`src/rtl/dlock_pkg.sv`:
```
// Shared types for the dlock key driver: command codes, FSM states, key count.
package dlock_pkg;

  localparam int KEY_NUM = 10;

  typedef enum logic [1:0] {
    CMD_DIGITS = 2'd0,
    CMD_OPEN   = 2'd1,
    CMD_SET    = 2'd2,
    CMD_CLOSE  = 2'd3
  } cmd_t;

  typedef enum logic [2:0] {
    S_IDLE     = 3'd0,
    S_KEY_HOLD = 3'd1,
    S_KEY_GAP  = 3'd2,
    S_BTN_HOLD = 3'd3,
    S_BTN_GAP  = 3'd4,
    S_FINISH   = 3'd5
  } state_t;

endpackage

```
`src/rtl/dlock_bcd_onehot.sv`:
```
// BCD nibble to one-hot key decoder with a digit-valid flag; purely combinational.
// Latency 0, no flow control; out-of-range nibbles give an all-zero one-hot.
module dlock_bcd_onehot
  import dlock_pkg::*;
(
  input  logic [3:0]         bcd,
  output logic [KEY_NUM-1:0] onehot,
  output logic               valid
);

  always_comb begin
    valid = (bcd < 4'd10);
    for (int i = 0; i < KEY_NUM; i++) begin
      onehot[i] = (bcd == 4'(i));
    end
  end

endmodule

```
`src/rtl/dlock_key_driver.sv`:
```
// Plays a BCD code plus OPEN/SET/CLOSE onto the dlock inputs as timed press/release pulses.
// First press line 1 cycle after START; START ignored (not queued) while a sequence runs.
module dlock_key_driver
  import dlock_pkg::*;
#(
  parameter int NDIG        = 2,
  parameter int HOLD_CYCLES = 4,
  parameter int GAP_CYCLES  = 4
) (
  input  logic                CLK,
  input  logic                RESET_N,
  input  logic                START,
  input  logic [1:0]          CMD,
  input  logic [4*NDIG-1:0]   CODE,
  output logic                BUSY,
  output logic                DONE,
  output logic                ERR,
  output logic [KEY_NUM-1:0]  KEY,
  output logic                OPEN,
  output logic                SET,
  output logic                CLOSE
);

  localparam int TMAX = (HOLD_CYCLES > GAP_CYCLES) ? HOLD_CYCLES : GAP_CYCLES;
  localparam int TW   = $clog2(TMAX + 1);
  localparam int IW   = $clog2(NDIG + 1);

  state_t              state;
  cmd_t                cmd_q;
  logic [4*NDIG-1:0]   code_q;
  logic [TW-1:0]       tmr;
  logic [IW-1:0]       idx;

  logic [4*NDIG-1:0]   src;
  logic [KEY_NUM-1:0]  oh [NDIG];
  logic [NDIG-1:0]     ok;
  logic                ok_all;
  logic [IW-1:0]       nxt_idx;
  logic [KEY_NUM-1:0]  next_oh;
  logic                hold_end;
  logic                gap_end;

  // In IDLE the decoders look at the live CODE for validation; afterwards at the latched copy.
  assign src = (state == S_IDLE) ? CODE : code_q;

  // Digit d is the d-th nibble sent, counted from the most-significant end.
  for (genvar d = 0; d < NDIG; d++) begin : g_dec
    dlock_bcd_onehot u_dec (
      .bcd    (src[4*(NDIG-1-d) +: 4]),
      .onehot (oh[d]),
      .valid  (ok[d])
    );
  end

  assign ok_all   = &ok;
  assign nxt_idx  = (state == S_IDLE) ? '0 : idx + IW'(1);
  assign hold_end = (tmr == TW'(HOLD_CYCLES - 1));
  assign gap_end  = (tmr == TW'(GAP_CYCLES - 1));

  always_comb begin
    next_oh = '0;
    for (int d = 0; d < NDIG; d++) begin
      if (nxt_idx == IW'(d)) next_oh = oh[d];
    end
  end

  always_ff @(posedge CLK or negedge RESET_N) begin
    if (!RESET_N) begin
      state  <= S_IDLE;
      cmd_q  <= CMD_DIGITS;
      code_q <= '0;
      tmr    <= '0;
      idx    <= '0;
      BUSY   <= 1'b0;
      DONE   <= 1'b0;
      ERR    <= 1'b0;
      KEY    <= '0;
      OPEN   <= 1'b0;
      SET    <= 1'b0;
      CLOSE  <= 1'b0;
    end else begin
      DONE <= 1'b0;
      ERR  <= 1'b0;
      case (state)
        S_IDLE: begin
          tmr <= '0;
          idx <= '0;
          if (START) begin
            code_q <= CODE;
            cmd_q  <= cmd_t'(CMD);
            if (!ok_all) begin
              ERR <= 1'b1;
            end else begin
              BUSY <= 1'b1;
              if (cmd_t'(CMD) == CMD_CLOSE) begin
                state <= S_BTN_HOLD;
                CLOSE <= 1'b1;
              end else begin
                state <= S_KEY_HOLD;
                KEY   <= next_oh;
              end
            end
          end
        end
        S_KEY_HOLD: begin
          if (hold_end) begin
            state <= S_KEY_GAP;
            tmr   <= '0;
            KEY   <= '0;
          end else begin
            tmr <= tmr + TW'(1);
          end
        end
        S_KEY_GAP: begin
          if (gap_end) begin
            tmr <= '0;
            if (idx != IW'(NDIG - 1)) begin
              idx   <= nxt_idx;
              state <= S_KEY_HOLD;
              KEY   <= next_oh;
            end else if (cmd_q == CMD_DIGITS) begin
              state <= S_FINISH;
              BUSY  <= 1'b0;
              DONE  <= 1'b1;
            end else begin
              state <= S_BTN_HOLD;
              OPEN  <= (cmd_q == CMD_OPEN);
              SET   <= (cmd_q == CMD_SET);
            end
          end else begin
            tmr <= tmr + TW'(1);
          end
        end
        S_BTN_HOLD: begin
          if (hold_end) begin
            state <= S_BTN_GAP;
            tmr   <= '0;
            OPEN  <= 1'b0;
            SET   <= 1'b0;
            CLOSE <= 1'b0;
          end else begin
            tmr <= tmr + TW'(1);
          end
        end
        S_BTN_GAP: begin
          if (gap_end) begin
            state <= S_FINISH;
            tmr   <= '0;
            BUSY  <= 1'b0;
            DONE  <= 1'b1;
          end else begin
            tmr <= tmr + TW'(1);
          end
        end
        S_FINISH: begin
          state <= S_IDLE;
        end
        default: begin
          state <= S_IDLE;
        end
      endcase
    end
  end

endmodule

```
`config.mk`:
```
export PLATFORM = sky130hd
export DESIGN_NAME = dlock_key_driver
export DESIGN_NICKNAME = d
export VERILOG_FILES = /design/src/rtl/dlock_pkg.sv /design/src/rtl/dlock_bcd_onehot.sv /design/src/rtl/dlock_key_driver.sv
export SDC_FILE = /design/constraint.sdc
export NUM_CORES = 1
export LEC_CHECK = 0
export CELL_PAD_IN_SITES_DETAIL_PLACEMENT = 2
export CELL_PAD_IN_SITES_GLOBAL_PLACEMENT = 2
export CORE_UTILIZATION = 36
export DETAILED_ROUTE_END_ITERATION = 7
export GPL_TIMING_DRIVEN = 0
export HOLD_SLACK_MARGIN = 0.08
export PLACE_DENSITY = 0.89
export SLEW_MARGIN = 20
export SYNTH_ARGS = -nofsm -noshare
export SYNTH_HDL_FRONTEND = slang
export SYNTH_SLANG_ARGS = --single-unit
```
`constraint.sdc`:
```
create_clock -name CLK -period 4.8 [get_ports CLK]
set_input_delay 0.48 -clock CLK [delete_from_list [all_inputs] [get_ports CLK]]
set_output_delay 0.48 -clock CLK [all_outputs]
set_load 0.005 [all_outputs]
```
==> summary.md <==
| Metric | Value |
|---|---|
| Largest area contributor in the netlist | `dfrtp_1` |
| CP Cell Sequence | `clkdlybuf4s50_1 -> o21ai_1 -> a41oi_1 -> a21oi_1 -> a32o_1` |
| Clk slew on worst S/H paths | `0.07 ns` |
| Maxcap violations | `0` |
| Row count | `26` |
| CP Class | `in -> reg` |
| Total power | `1484 uW` |
| Detailed-route wire length | `5394 um` |
| Critical-path top delay cell | `a21oi_1` |
| Die area | `5621 um2` |
| CP Data Arrival Time | `2.35 ns` |
| # DRC | `0` |
| Core Region | `5107 um2` |
| TNS Setup | `0 ns` |
| Seq/Total Area, Yosys | `44.39%` |
| Vias in the first global route | `1798` |
| Hold WC Path Type | `in -> async` |
| Final Max Tran Viols | `0` |
| Critical Path Max Stage Delay | `0.57 ns` |
| Die H | `74.97 um` |
| Layout net count | `247` |
| Logic pwr share | `52.6%` |
| Layout Area Growth over Synthesis | `23.83%` |
| Critical Path End Type | `register` |
| Filler Cell Count | `580` |
| Drt initial violations | `102` |
| VDD IR max | `244.8 uV` |
| Resize count post-CTS | `0` |
| Tcrit/Tclk final | `44.57%` |
| I/O Pins | `29` |
| Internal | `874.1 uW` |
| Mean number of vias per cell | `5.666` |
| Htree depth | `2` |
| FF+latch count, synth | `34` |
| Yosys warns | `0` |
| Vias | `1711` |
| Clock power frac | `13.2%` |
| Net Sw Frac | `41.10%` |
| Worst-Margin Slew | `0.6913 ns` |
| Die Width | `74.97 um` |
| # hold bufs at CTS | `0` |
| Diodes inserted | `0` |
| Post-synth top area share | `44.39%` |
| Placer congestion estimate | `0.8027` |
| Post-synth EDFFs | `0` |
| Overflow after GRT | `0` |
| RR Startpoint | `tmr[0]$_DFFE_PN0P_` |
| Total GRT Usage | `21.69%` |
| Mean Syn Cell Area | `9.730 um2` |
| Root buffer cell | `clkbuf_8` |
| Most common flop cell mapped by yosys | `dfrtp_1` |
| Largest net degree at the start of global routing | `19` |
| Syn Nets | `212` |
| CTS tree | `done` |
| RSZ-0062 raised after global routing | `no` |
| R2r setup slk | `2.70 ns` |
| Post-Synthesis Cells | `197` |
| Core Util, Final | `46.47%` |
| Clk Latency, worst-skew pair | `0.28 ns` |
| Post-DRT Antenna Nets | `0` |
| Dpl hpwl | `4111 um` |
| Asr flop ratio synth | `100.0%` |
| CTS Buffer Depth | `2` |
| Power Density | `625.2 nW/um2` |
| Setup violators final | `0` |
| Share of layout cells above drive strength 1 | `12.07%` |
| Slew HR | `53.92%` |
| IO Port Bufs | `27` |
| Final Skew | `0.003498 ns` |
| Post-route minimum period | `2.139 ns` |
| Cell area after placement | `2297 um2` |
| Final Cell Area | `2374 um2` |
| Leakage | `0.0009512 uW` |
| Synthesized area | `1917 um2` |
| Worst R2R End | `KEY[2]$_DFFE_PN0P_` |
| Num CTS Buffers | `5` |
| Initial antenna violation count | `0` |
| Outcome | `finished clean` |
| Sequential power share | `34.3%` |
| Postcts setup bufs | `0` |
| P_sw | `610.0 uW` |
| Maximum clock frequency | `0.4674 GHz` |
| Clock net sink count | `34` |
| CP required | `5.01 ns` |
| Initial Utilization | `37.53%` |
| R2R cell count | `6` |
| First-pass GRT wire length | `9039 um` |
| Critical Path Start Type | `input port` |
| Pre-Repair DR Iteration Count | `4` |
| Worst Path Max Fanout | `8` |
| DR WL/cell | `17.86 um` |
| Fin. Hold Viols | `0` |
| Post-synth cell types | `40` |
| Largest cells by area after synthesis | `dfrtp_1, mux2_2, a32o_1` |
| Hold Worst Slack | `0.1367 ns` |
## cell usage in the layout, fill, tap and decap left out, types with 3 or more instances in the layout
master,netlist,final
dfrtp_1,34,34
clkdlybuf4s50_1,0,26
nand2_1,15,15
o21ai_0,14,14
nor2_1,11,11
a21oi_1,9,9
or3_1,9,9
mux2_2,9,9
nand2b_1,8,8
a32o_1,8,8
inv_1,7,7
o211ai_1,7,7
buf_2,5,6
nor3b_1,5,5
nand3_1,5,5
o221ai_1,5,5
clkbuf_8,0,5
nor2b_1,4,4
clkbuf_1,2,4
nand4_1,4,4
and2_1,3,3
a22o_1,3,3
o31ai_1,3,3
or4_1,3,3
## cell type report
type / instances / area [um2] / area share, %
multi-input combinational: 147 / 988.4 / 41.64
tap: 70 / 87.58 / 3.690
buffer: 9 / 51.30 / 2.161
sequential: 34 / 850.8 / 35.85
timing repair buffer: 28 / 292.8 / 12.34
clock buffer: 7 / 76.32 / 3.216
inverter: 7 / 26.28 / 1.107
## power by group through the flow
| stage | sequential, uW | combinational, uW | clock [uW] |
|---|---|---|---|
| after floorplan | 490 | 511 | 0 |
| after global placement | 505 | 750 | 0 |
| after detailed placement | 514 | 786 | 0 |
| after CTS | 511 | 795 | 206 |
| after global routing | 527 | 881 | 215 |
| final | 508 | 780 | 196 |
## synthesized netlist by cell type, types with 2 or more instances
master / count
clkbuf_1: 2
o211ai_1: 7
o31ai_1: 3
nor3b_1: 5
nand2_1: 15
or4_1: 3
nand2b_1: 8
buf_2: 5
nor2_1: 11
a21oi_1: 9
mux2_2: 9
o21ai_0: 14
ha_1: 2
a32o_1: 8
or2_2: 2
nand4_1: 4
or3_1: 9
inv_1: 7
nor2b_1: 4
and2_1: 3
nand3_1: 5
nor3_1: 2
a22o_1: 3
nand3b_1: 2
dfrtp_1: 34
a41oi_1: 2
mux2_4: 2
o221ai_1: 5
## sequential cells by signal, summed over array words and instances, names as in the netlist, 2 cells and up
register  cells
code_q        8
state         3
cmd_q         2
tmr           3
KEY          10
idx           2
## worst max path at each step
| stage | start | endpoint | slack, ns | cells past startpoint |
|---|---|---|---|---|
| 2_1_floorplan | idx[0]$_DFFE_PN0P_ | KEY[5]$_DFFE_PN0P_ | 3.05 | 6 |
| 3_3_place_gp | RESET_N | tmr[2]$_DFFE_PN0P_ | 2.46 | 1 |
| 3_5_place_dp | CODE[6] | KEY[2]$_DFFE_PN0P_ | 2.39 | 5 |
| 4_1_cts | CODE[6] | KEY[2]$_DFFE_PN0P_ | 2.66 | 5 |
| 5_1_grt | CODE[6] | KEY[3]$_DFFE_PN0P_ | 2.46 | 5 |
| 6_report | CODE[6] | KEY[2]$_DFFE_PN0P_ | 2.66 | 5 |
## worst max-delay path: cells and delay by family
family / cells / cell delay (ns)
compound gates: 4 / 1.32
buf+inv: 1 / 0.55
## metrics by stage
stage,worst slack (ns),cells
finish,2.661,302
global route,2.460,302
CTS,2.656,302
detailed placement,2.389,295
global placement,2.461,294
floorplan,3.047,197
## cells by family after synthesis
group                    synth area share (%)
flip-flops                              44.39
multiplexers                            6.854
buffers and inverters                   4.047
AO/OA/AOI/OAI                           20.63
AND/OR/NAND/NOR                         22.78
adder cells (fa/ha/maj)                 1.305
## metal layers
metal | global-route usage [%] | vias to the layer above | routed length [um]
met4 | 5.031 | 0 | 76
met5 | 0 | - | 0
met1 | 25.44 | 856 | 2265
met2 | 40.54 | 32 | 2888
li1 | - | 815 | -
met3 | 4.284 | 8 | 164
(Power assumes the default switching activity.)
